### src/rtl/relu_maxpool_if.sv
// Stream bundle between the column accumulator, the ReLU/max-pool stage and the
// feature-map buffer writer. The slave modport is the stage's view of the bundle.
interface relu_maxpool_if #(
  parameter int DATA_W = 8,
  parameter int ADDR_W = 10
);
  logic              valid_i;
  logic              last_i;
  logic [DATA_W-1:0] data_i;
  logic              pool_en_i;
  logic              valid_o;
  logic              last_o;
  logic [DATA_W-1:0] data_o;
  logic [ADDR_W-1:0] addr_o;
  logic              err_o;
  logic              busy_o;

  modport master (
    output valid_i, last_i, data_i, pool_en_i,
    input  valid_o, last_o, data_o, addr_o, err_o, busy_o
  );

  modport slave (
    input  valid_i, last_i, data_i, pool_en_i,
    output valid_o, last_o, data_o, addr_o, err_o, busy_o
  );
endinterface

### src/rtl/relu_maxpool.sv
// ReLU on the signed conv stream, optional 2x2 max-pool over groups of 4 beats,
// registered output with a per-layer sequential write address.
module relu_maxpool #(
  parameter int DATA_W = 8,
  parameter int ADDR_W = 10
) (
  input  logic         clk,
  input  logic         rst_n,
  relu_maxpool_if.slave bus
);

  typedef enum logic {S_IDLE, S_RUN} state_t;

  state_t            state_q, state_d;
  logic [1:0]        win_q, win_d;
  logic [DATA_W-1:0] max_q, max_d;
  logic [ADDR_W-1:0] cnt_q, cnt_d;
  logic              mode_q, mode_d;
  logic              err_q, err_d;
  logic              valid_q, valid_d;
  logic              last_q, last_d;
  logic [DATA_W-1:0] data_q, data_d;
  logic [ADDR_W-1:0] addr_q, addr_d;

  logic [DATA_W-1:0] relu;
  logic              idle;
  logic              mode_eff;
  logic [ADDR_W-1:0] cnt_base;
  logic [1:0]        win_base;
  logic [DATA_W-1:0] cur_max;
  logic              emit;
  logic [DATA_W-1:0] emit_data;

  assign relu = bus.data_i[DATA_W-1] ? '0 : bus.data_i;
  assign idle = (state_q == S_IDLE);

  always_ff @(posedge clk) begin
    if (!rst_n) begin
      state_q <= S_IDLE;
      win_q   <= '0;
      max_q   <= '0;
      cnt_q   <= '0;
      mode_q  <= 1'b0;
      err_q   <= 1'b0;
      valid_q <= 1'b0;
      last_q  <= 1'b0;
      data_q  <= '0;
      addr_q  <= '0;
    end else begin
      state_q <= state_d;
      win_q   <= win_d;
      max_q   <= max_d;
      cnt_q   <= cnt_d;
      mode_q  <= mode_d;
      err_q   <= err_d;
      valid_q <= valid_d;
      last_q  <= last_d;
      data_q  <= data_d;
      addr_q  <= addr_d;
    end
  end

  always_comb begin
    state_d   = state_q;
    win_d     = win_q;
    max_d     = max_q;
    cnt_d     = cnt_q;
    mode_d    = mode_q;
    err_d     = err_q;
    valid_d   = 1'b0;
    last_d    = 1'b0;
    data_d    = data_q;
    addr_d    = addr_q;
    emit      = 1'b0;
    emit_data = '0;
    // A beat arriving in S_IDLE starts a fresh layer: mode, window and address
    // come from this beat rather than from leftover registers.
    mode_eff  = idle ? bus.pool_en_i : mode_q;
    cnt_base  = idle ? '0 : cnt_q;
    win_base  = idle ? 2'd0 : win_q;
    cur_max   = ((win_base == 2'd0) || (relu > max_q)) ? relu : max_q;

    if (bus.valid_i) begin
      if (idle) begin
        mode_d = bus.pool_en_i;
        err_d  = 1'b0;
      end

      if (!mode_eff) begin
        emit      = 1'b1;
        emit_data = relu;
      end else begin
        max_d = cur_max;
        if ((win_base == 2'd3) || bus.last_i) begin
          emit      = 1'b1;
          emit_data = cur_max;
          win_d     = 2'd0;
          if (bus.last_i && (win_base != 2'd3)) begin
            err_d = 1'b1;
          end
        end else begin
          win_d = win_base + 2'd1;
        end
      end

      if (emit) begin
        valid_d = 1'b1;
        last_d  = bus.last_i;
        data_d  = emit_data;
        addr_d  = cnt_base;
        cnt_d   = bus.last_i ? '0 : cnt_base + ADDR_W'(1);
      end

      if (idle && !bus.last_i) begin
        state_d = S_RUN;
      end else if (!idle && bus.last_i) begin
        state_d = S_IDLE;
      end
    end
  end

  assign bus.valid_o = valid_q;
  assign bus.last_o  = last_q;
  assign bus.data_o  = data_q;
  assign bus.addr_o  = addr_q;
  assign bus.err_o   = err_q;
  assign bus.busy_o  = (state_q == S_RUN);

endmodule

### src/flat_wrapper.sv
// flat-port wrapper written by rule: the top's interface ports become plain ports
module relu_maxpool_flat 
#(
  parameter int DATA_W = 8,
  parameter int ADDR_W = 10
)
  (clk, rst_n, bus_valid_i, bus_last_i, bus_data_i, bus_pool_en_i, bus_valid_o, bus_last_o, bus_data_o, bus_addr_o, bus_err_o, bus_busy_o);
  relu_maxpool_if #(.DATA_W(DATA_W), .ADDR_W(ADDR_W)) bus_i ();
  input  logic clk;
  input  logic rst_n;
  input wire logic [$bits(bus_i.valid_i)-1:0] bus_valid_i;
  input wire logic [$bits(bus_i.last_i)-1:0] bus_last_i;
  input wire logic [$bits(bus_i.data_i)-1:0] bus_data_i;
  input wire logic [$bits(bus_i.pool_en_i)-1:0] bus_pool_en_i;
  output wire logic [$bits(bus_i.valid_o)-1:0] bus_valid_o;
  output wire logic [$bits(bus_i.last_o)-1:0] bus_last_o;
  output wire logic [$bits(bus_i.data_o)-1:0] bus_data_o;
  output wire logic [$bits(bus_i.addr_o)-1:0] bus_addr_o;
  output wire logic [$bits(bus_i.err_o)-1:0] bus_err_o;
  output wire logic [$bits(bus_i.busy_o)-1:0] bus_busy_o;
  assign bus_i.valid_i = bus_valid_i;
  assign bus_i.last_i = bus_last_i;
  assign bus_i.data_i = bus_data_i;
  assign bus_i.pool_en_i = bus_pool_en_i;
  assign bus_valid_o = bus_i.valid_o;
  assign bus_last_o = bus_i.last_o;
  assign bus_data_o = bus_i.data_o;
  assign bus_addr_o = bus_i.addr_o;
  assign bus_err_o = bus_i.err_o;
  assign bus_busy_o = bus_i.busy_o;
  relu_maxpool #(.DATA_W(DATA_W), .ADDR_W(ADDR_W)) u_core (.clk(clk), .rst_n(rst_n), .bus(bus_i));
endmodule
### config.mk
export PLATFORM = sky130hd
export DESIGN_NAME = relu_maxpool_flat
export DESIGN_NICKNAME = d
export VERILOG_FILES = /design/src/rtl/relu_maxpool_if.sv /design/src/rtl/relu_maxpool.sv /design/src/flat_wrapper.sv
export SDC_FILE = /design/constraint.sdc
export NUM_CORES = 1
export LEC_CHECK = 0
export BUFFER_PORTS_ARGS = -buffer_cell sky130_fd_sc_hd__buf_2
export CORE_MARGIN = 1.5
export CORE_UTILIZATION = 57
export DETAILED_ROUTE_END_ITERATION = 7
export PLACE_DENSITY = 0.9
export SYNTH_ARGS = -nofsm -noshare
export SYNTH_HDL_FRONTEND = slang
export SYNTH_SLANG_ARGS = --single-unit
### constraint.sdc
create_clock -name clk -period 3.1 [get_ports clk]
set_input_delay 0.31 -clock clk [delete_from_list [all_inputs] [get_ports clk]]
set_output_delay 0.31 -clock clk [all_outputs]
set_load 0.01 [all_outputs]
Word-level counts from Yosys, hierarchy flattened
Cells that the tools add are included.
{ "word_totals": {"regBits": 43, "output_inout_bits": 22} }
{ "op_classes": {"bitwise": 1, "n_lt_le_gt_ge": 1, "n_eq_ne": 2, "reduce_logical": 13, "muxes": 19, "add_sub_neg": 2} }
{ "ops": {"columns": ["op", "n"], "rows": [
  ["2-to-1 mux 8 bit", 3],
  ["2-to-1 mux 10 bit", 2],
  ["2-to-1 mux 1 bit", 11],
  ["adder 10 x 1 -> 10 bit (second input constant)", 1],
  ["> comparator 8 bit", 1],
  ["AND reduction 2 bit", 4],
  ["2-to-1 mux 7 bit", 1],
  ["2-to-1 mux 2 bit", 2],
  ["logical AND 1 bit", 3],
  ["AND reduction 3 bit", 1],
  ["adder 2 x 1 -> 2 bit (second input constant)", 1],
  ["== test 2 bit (second input constant)", 1],
  ["zero test 2 bit", 1],
  ["logical OR 1 bit", 2],
  ["inequality test 2 bit (second input constant)", 1],
  ["nonzero test 2 bit", 1],
  ["zero test 1 bit", 1],
  ["inverter 1 bit", 1]
]} }

Depth between registers and ports, before layout
{ "logic_depth": {"depth_word": 7, "depth_mapped": 10} }

Worst setup path after synthesis
No wires, ideal clock.
{ "synth_path": {"path_type": "input-to-reg", "startpoint": "input port bus_data_i[7]", "endpoint": "register u_core.data_q[0] (netlist: u_core.bus.data_o[0])", "t_arrival_ns": 2.171, "slack_ns": 0.808, "stages": 9, "required_time_ns": 2.978, "setup_ns": 0.122, "cell_sequence": "buf_1 nor2b_1 ha_1 a21o_1 a21oi_1 o31ai_4 or2_1 buf_6 a221o_1"} }
{ "synth_between": {"elab_chain_cells": 6} }
{ "synth_lines": {"columns": ["element", "line_no", "text"], "rows": [
  ["start, declared", "flat_wrapper.sv:13", "input wire logic [$bits(bus_i.data_i)-1:0] bus_data_i;"],
  ["2-to-1 mux 7 bit (*)", "relu_maxpool.sv:34", "assign relu = bus.data_i[DATA_W-1] ? '0 : bus.data_i;"],
  ["> comparator 8 bit", "relu_maxpool.sv:81", "cur_max = ((win_base == 2'd0) || (relu > max_q)) ? relu : max_q;"],
  ["logical OR 1 bit", "relu_maxpool.sv:81", null],
  ["2-to-1 mux 8 bit", "relu_maxpool.sv:81", null],
  ["2-to-1 mux 8 bit", "relu_maxpool.sv:94", "if ((win_base == 2'd3) || bus.last_i) begin"],
  ["2-to-1 mux 8 bit (*)", "relu_maxpool.sv:89", "if (!mode_eff) begin"],
  ["end signal, assigned", "relu_maxpool.sv:58", "data_q <= data_d;"],
  ["end, declared", "relu_maxpool.sv:22", "logic [DATA_W-1:0] data_q, data_d;"]
]} }
Mark *: on every way between the ends. The rest lies on a longest branch, timed or not.
A chain may end at the register's enable or synchronous reset.

Worst setup path after layout
{ "layout_path": {"startpoint": "input port bus_data_i[7]", "endpoint": "register u_core.max_q[1]"} }
{ "layout_between": {"elab_chain_cells": 4} }
{ "layout_lines": {"columns": ["element", "line_no", "text"], "rows": [
  ["2-to-1 mux 7 bit (*)", "relu_maxpool.sv:34", null],
  ["> comparator 8 bit", "relu_maxpool.sv:81", null],
  ["logical OR 1 bit", "relu_maxpool.sv:81", null],
  ["2-to-1 mux 8 bit (*)", "relu_maxpool.sv:81", null],
  ["end signal, assigned", "relu_maxpool.sv:52", "max_q <= max_d;"],
  ["end, declared", "relu_maxpool.sv:16", "logic [DATA_W-1:0] max_q, max_d;"]
]} }
Marked as above.

==> results by group <==
Power
  • LEAKAGE: 1.11 nW
  • Cell Pwr Density: 408 nW/µm²
  • Pwr Total: 0.00109 W
  • Max IR drop VDD: 0.213 mV

Setup path
  • Arr. time, crit path: 2.47 ns
  • Data required, critical path: 3.33 ns
  • Crit end category: register
  • CP max FO: 13
  • CP Class: primary input to register
  • Startpoint Class: primary input

Routing
  • DRT Pass-1 Iters: 5
  • DRC viols: 0
  • Via Count: 2227
  • Routed len/inst: 14.6 µm
  • Vias per cell: 6.07
  • 1st-iter DRT viols: 180
  • Antenna viol nets, final: 0
  • Final wirelength: 5380 µm

Place
  • Post-DP HPWL: 3600 µm
  • Routability cong.: 0.892
  • PortBufs: 34

Synthesis
  • Share of async-settable or async-resettable flops after synthesis: 0%
  • Syn_nets: 314
  • Mapped Cells: 290
  • Xor/xnor share of the synthesized area: 0.365%
  • Top_reg_cell synth: dfxtp_1
  • Post-synthesis cell type count: 49
  • Main combinational cell family by area after synthesis: simple AND/OR/NAND/NOR gates
  • Fraction of the mapped netlist area in simple logic gates: 30.4%
  • Post-Synth Adder-Cell Area: 5.74%
  • Syn Area/Cell: 8.27 µm²
  • Flops & latches, synth: 43
  • Warnings, synthesis: 0
  • Number of synthesized flops with an enable pin: 0
  • Register area share after synthesis: 35.9%
  • Mapped Area: 2400 µm²
  • Synth Area in Compound Gates: 18.5%
  • Mux contribution to synthesized area: 3.34%

Run
  • Number of max-cap violations: 0

CTS
  • Post-CTS setup buffer count: 0
  • CTS buffer count: 5
  • Clock slew at reported path FFs: 0.08 ns
  • Hold Buf Count CTS: 0
  • Post-CTS sizing: 0
  • Clk buf depth: 2
  • Clock Sinks: 43
  • CTS tree: done
  • Clock latency at the later pin of the worst-skew pair: 0.30 ns
  • H-tree depth: 2
  • Root buffer cell: clkbuf_8

Die
  • Site row count: 23
  • Die H: 67.9 µm
  • # IOs: 35
  • Die ar.: 4600 µm²
  • Initial Utilization: 59.5%
  • Die X: 67.9 µm
  • Core footprint: 4030 µm²

Global routing
  • Total global-route track usage: 25.7%
  • Initial antenna violation count: 0
  • Largest net degree at the start of global routing: 51
  • Vias in the first global route: 1950
  • Total grt overflow: 0
  • Global-route wire length before repair: 8880 µm

STA
  • RSZ-0062 raised after global routing: false
  • Skew final: 0.00269 ns
  • Relative slew slack: 64.4%
  • Hold Fails Final Rpt: 0
  • Actual slew at the worst max-slew pin: 0.533 ns
  • Tmin final: 2.25 ns
  • Tcrit/Tclk final: 72.4%
  • Max-slew violations: 0
  • Setup violations, final: 0
  • Setup_tns: 0 ns
  • Fin Hold WS: 0.454 ns
  • Max Clk Rate: 0.445 GHz

Min path
  • Tightest Hold Check Type: primary input to register

Cells and area
  • Fillers: 352
  • Layout area overhead: 11.7%
  • N_diodes: 0
  • Reg area: 861 µm²
  • Share of layout cells above drive strength 1: 16.4%
  • Footprint of the multi-input gates: 1410 µm²
  • Nets@finish: 341

Status
  • Status: completed
cell usage after synthesis (2+ instances only):
cell | number | area [µm²]
mux2i_1 | 8 | 80.1
a21boi_0 | 7 | 52.6
nand4_1 | 3 | 18.8
a21o_1 | 2 | 15.0
nor3b_1 | 6 | 45.0
o21ai_0 | 15 | 75.1
nor4_1 | 10 | 62.6
o31ai_1 | 2 | 15.0
o21a_1 | 3 | 22.5
nor3_1 | 5 | 25.0
ha_1 | 11 | 138
nor2b_1 | 22 | 138
nand2_1 | 41 | 154
and3_1 | 9 | 56.3
clkbuf_1 | 11 | 41.3
nand3_1 | 12 | 60.1
inv_1 | 14 | 52.6
buf_2 | 4 | 20.0
a221o_1 | 7 | 70.1
nor2_1 | 6 | 22.5
dfxtp_1 | 43 | 861
and2_1 | 6 | 37.5
nor4b_1 | 2 | 17.5
a21oi_1 | 16 | 80.1
metal layers:
metal | vias to the layer above | GRT usage [%] | wire (µm)
li1 | 1084 | - | -
met1 | 1044 | 35.3 | 2450
met2 | 87 | 38.6 | 2430
met3 | 12 | 6.41 | 367
met4 | 0 | 10.5 | 131
met5 | - | 0 | 0
critical path: stages:
cell,delay (ns)
buf_2,0.23
nor2b_1,0.12
ha_1,0.31
nor2b_1,0.16
o211ai_1,0.15
a211oi_4,0.47
o21ba_1,0.48
mux2i_1,0.24
cell usage in the layout (no fill, tap or decap), types with 2 or more instances in the layout:
cell type / count
nor3_1: 5
dfxtp_1: 43
nor4_1: 10
nor2b_1: 22
o21ai_0: 15
a21o_1: 2
nor4b_1: 2
ha_1: 11
o31ai_4: 2
nand3_1: 12
buf_4: 4
mux2i_1: 8
nand2_1: 41
a21oi_1: 16
nor2_1: 6
o21a_1: 3
nor3b_1: 6
clkbuf_8: 6
and2_1: 6
buf_2: 34
a221o_1: 7
nand4_1: 3
inv_1: 14
and3_1: 9
a21boi_0: 7
power breakdown:
group / leakage, nW / internal (W) / total, W / switching (W)
Sequential: 0.348 / 0.000564 / 0.000572 / 0.00000752
Clock: 0.0470 / 0.000175 / 0.000361 / 0.000186
Combinational: 0.711 / 0.0000598 / 0.000159 / 0.0000994
state kept, by name (all words and copies together) (netlist names):
signal              cells
u_core.bus.addr_o      10
u_core.cnt_q           10
u_core.bus.data_o       8
u_core.max_q            8
u_core.win_q            2
u_core.bus.busy_o       1
u_core.bus.err_o        1
u_core.bus.last_o       1
u_core.bus.valid_o      1
u_core.mode_q           1
final timing paths:
kind | startpoint | endpoint | slack (ns) | cells past startpoint
max | bus_data_i[7] | u_core.max_q[1] | 0.85 | 8
min | bus_data_i[3] | u_core.max_q[3] | 0.45 | 4
max reg2reg | u_core.max_q[1] | u_core.max_q[1] | 0.86 | 7
min reg2reg | u_core.bus.addr_o[9] | u_core.bus.addr_o[9] | 0.46 | 2
cell families (layout without fill, tap and decap cells):
kind of cell	count (synthesis)	after routing
AND/OR/NAND/NOR	132	132
flip-flops	43	43
multiplexers	8	8
adder cells (fa/ha/maj)	11	11
XOR/XNOR	1	1
AO/OA/AOI/OAI	63	63
buffers and inverters	32	59
stage by stage:
stage | util (%) | area [µm²] | cells | worst slack [ns]
2_1_floorplan | - | 2400 | 290 | 0.808
5_1_grt | 66.5 | 2680 | 367 | 0.739
3_5_place_dp | 64.3 | 2590 | 360 | 0.618
3_3_place_gp | 64.3 | 2590 | 360 | 0.689
6_report | 66.5 | 2680 | 367 | 0.854
4_1_cts | 66.5 | 2680 | 367 | 0.886
cell type report:
| type | instances | area share [%] |
|---|---|---|
| Inverter | 14 | 1.96 |
| Tap cell | 50 | 2.34 |
| Clock buffer | 6 | 3.08 |
| Timing Repair Buffer | 38 | 7.48 |
| Multi-Input combinational cell | 215 | 52.8 |
| Sequential cell | 43 | 32.1 |
| Clock inverter | 1 | 0.187 |
Power figures use the tool's default switching activity.
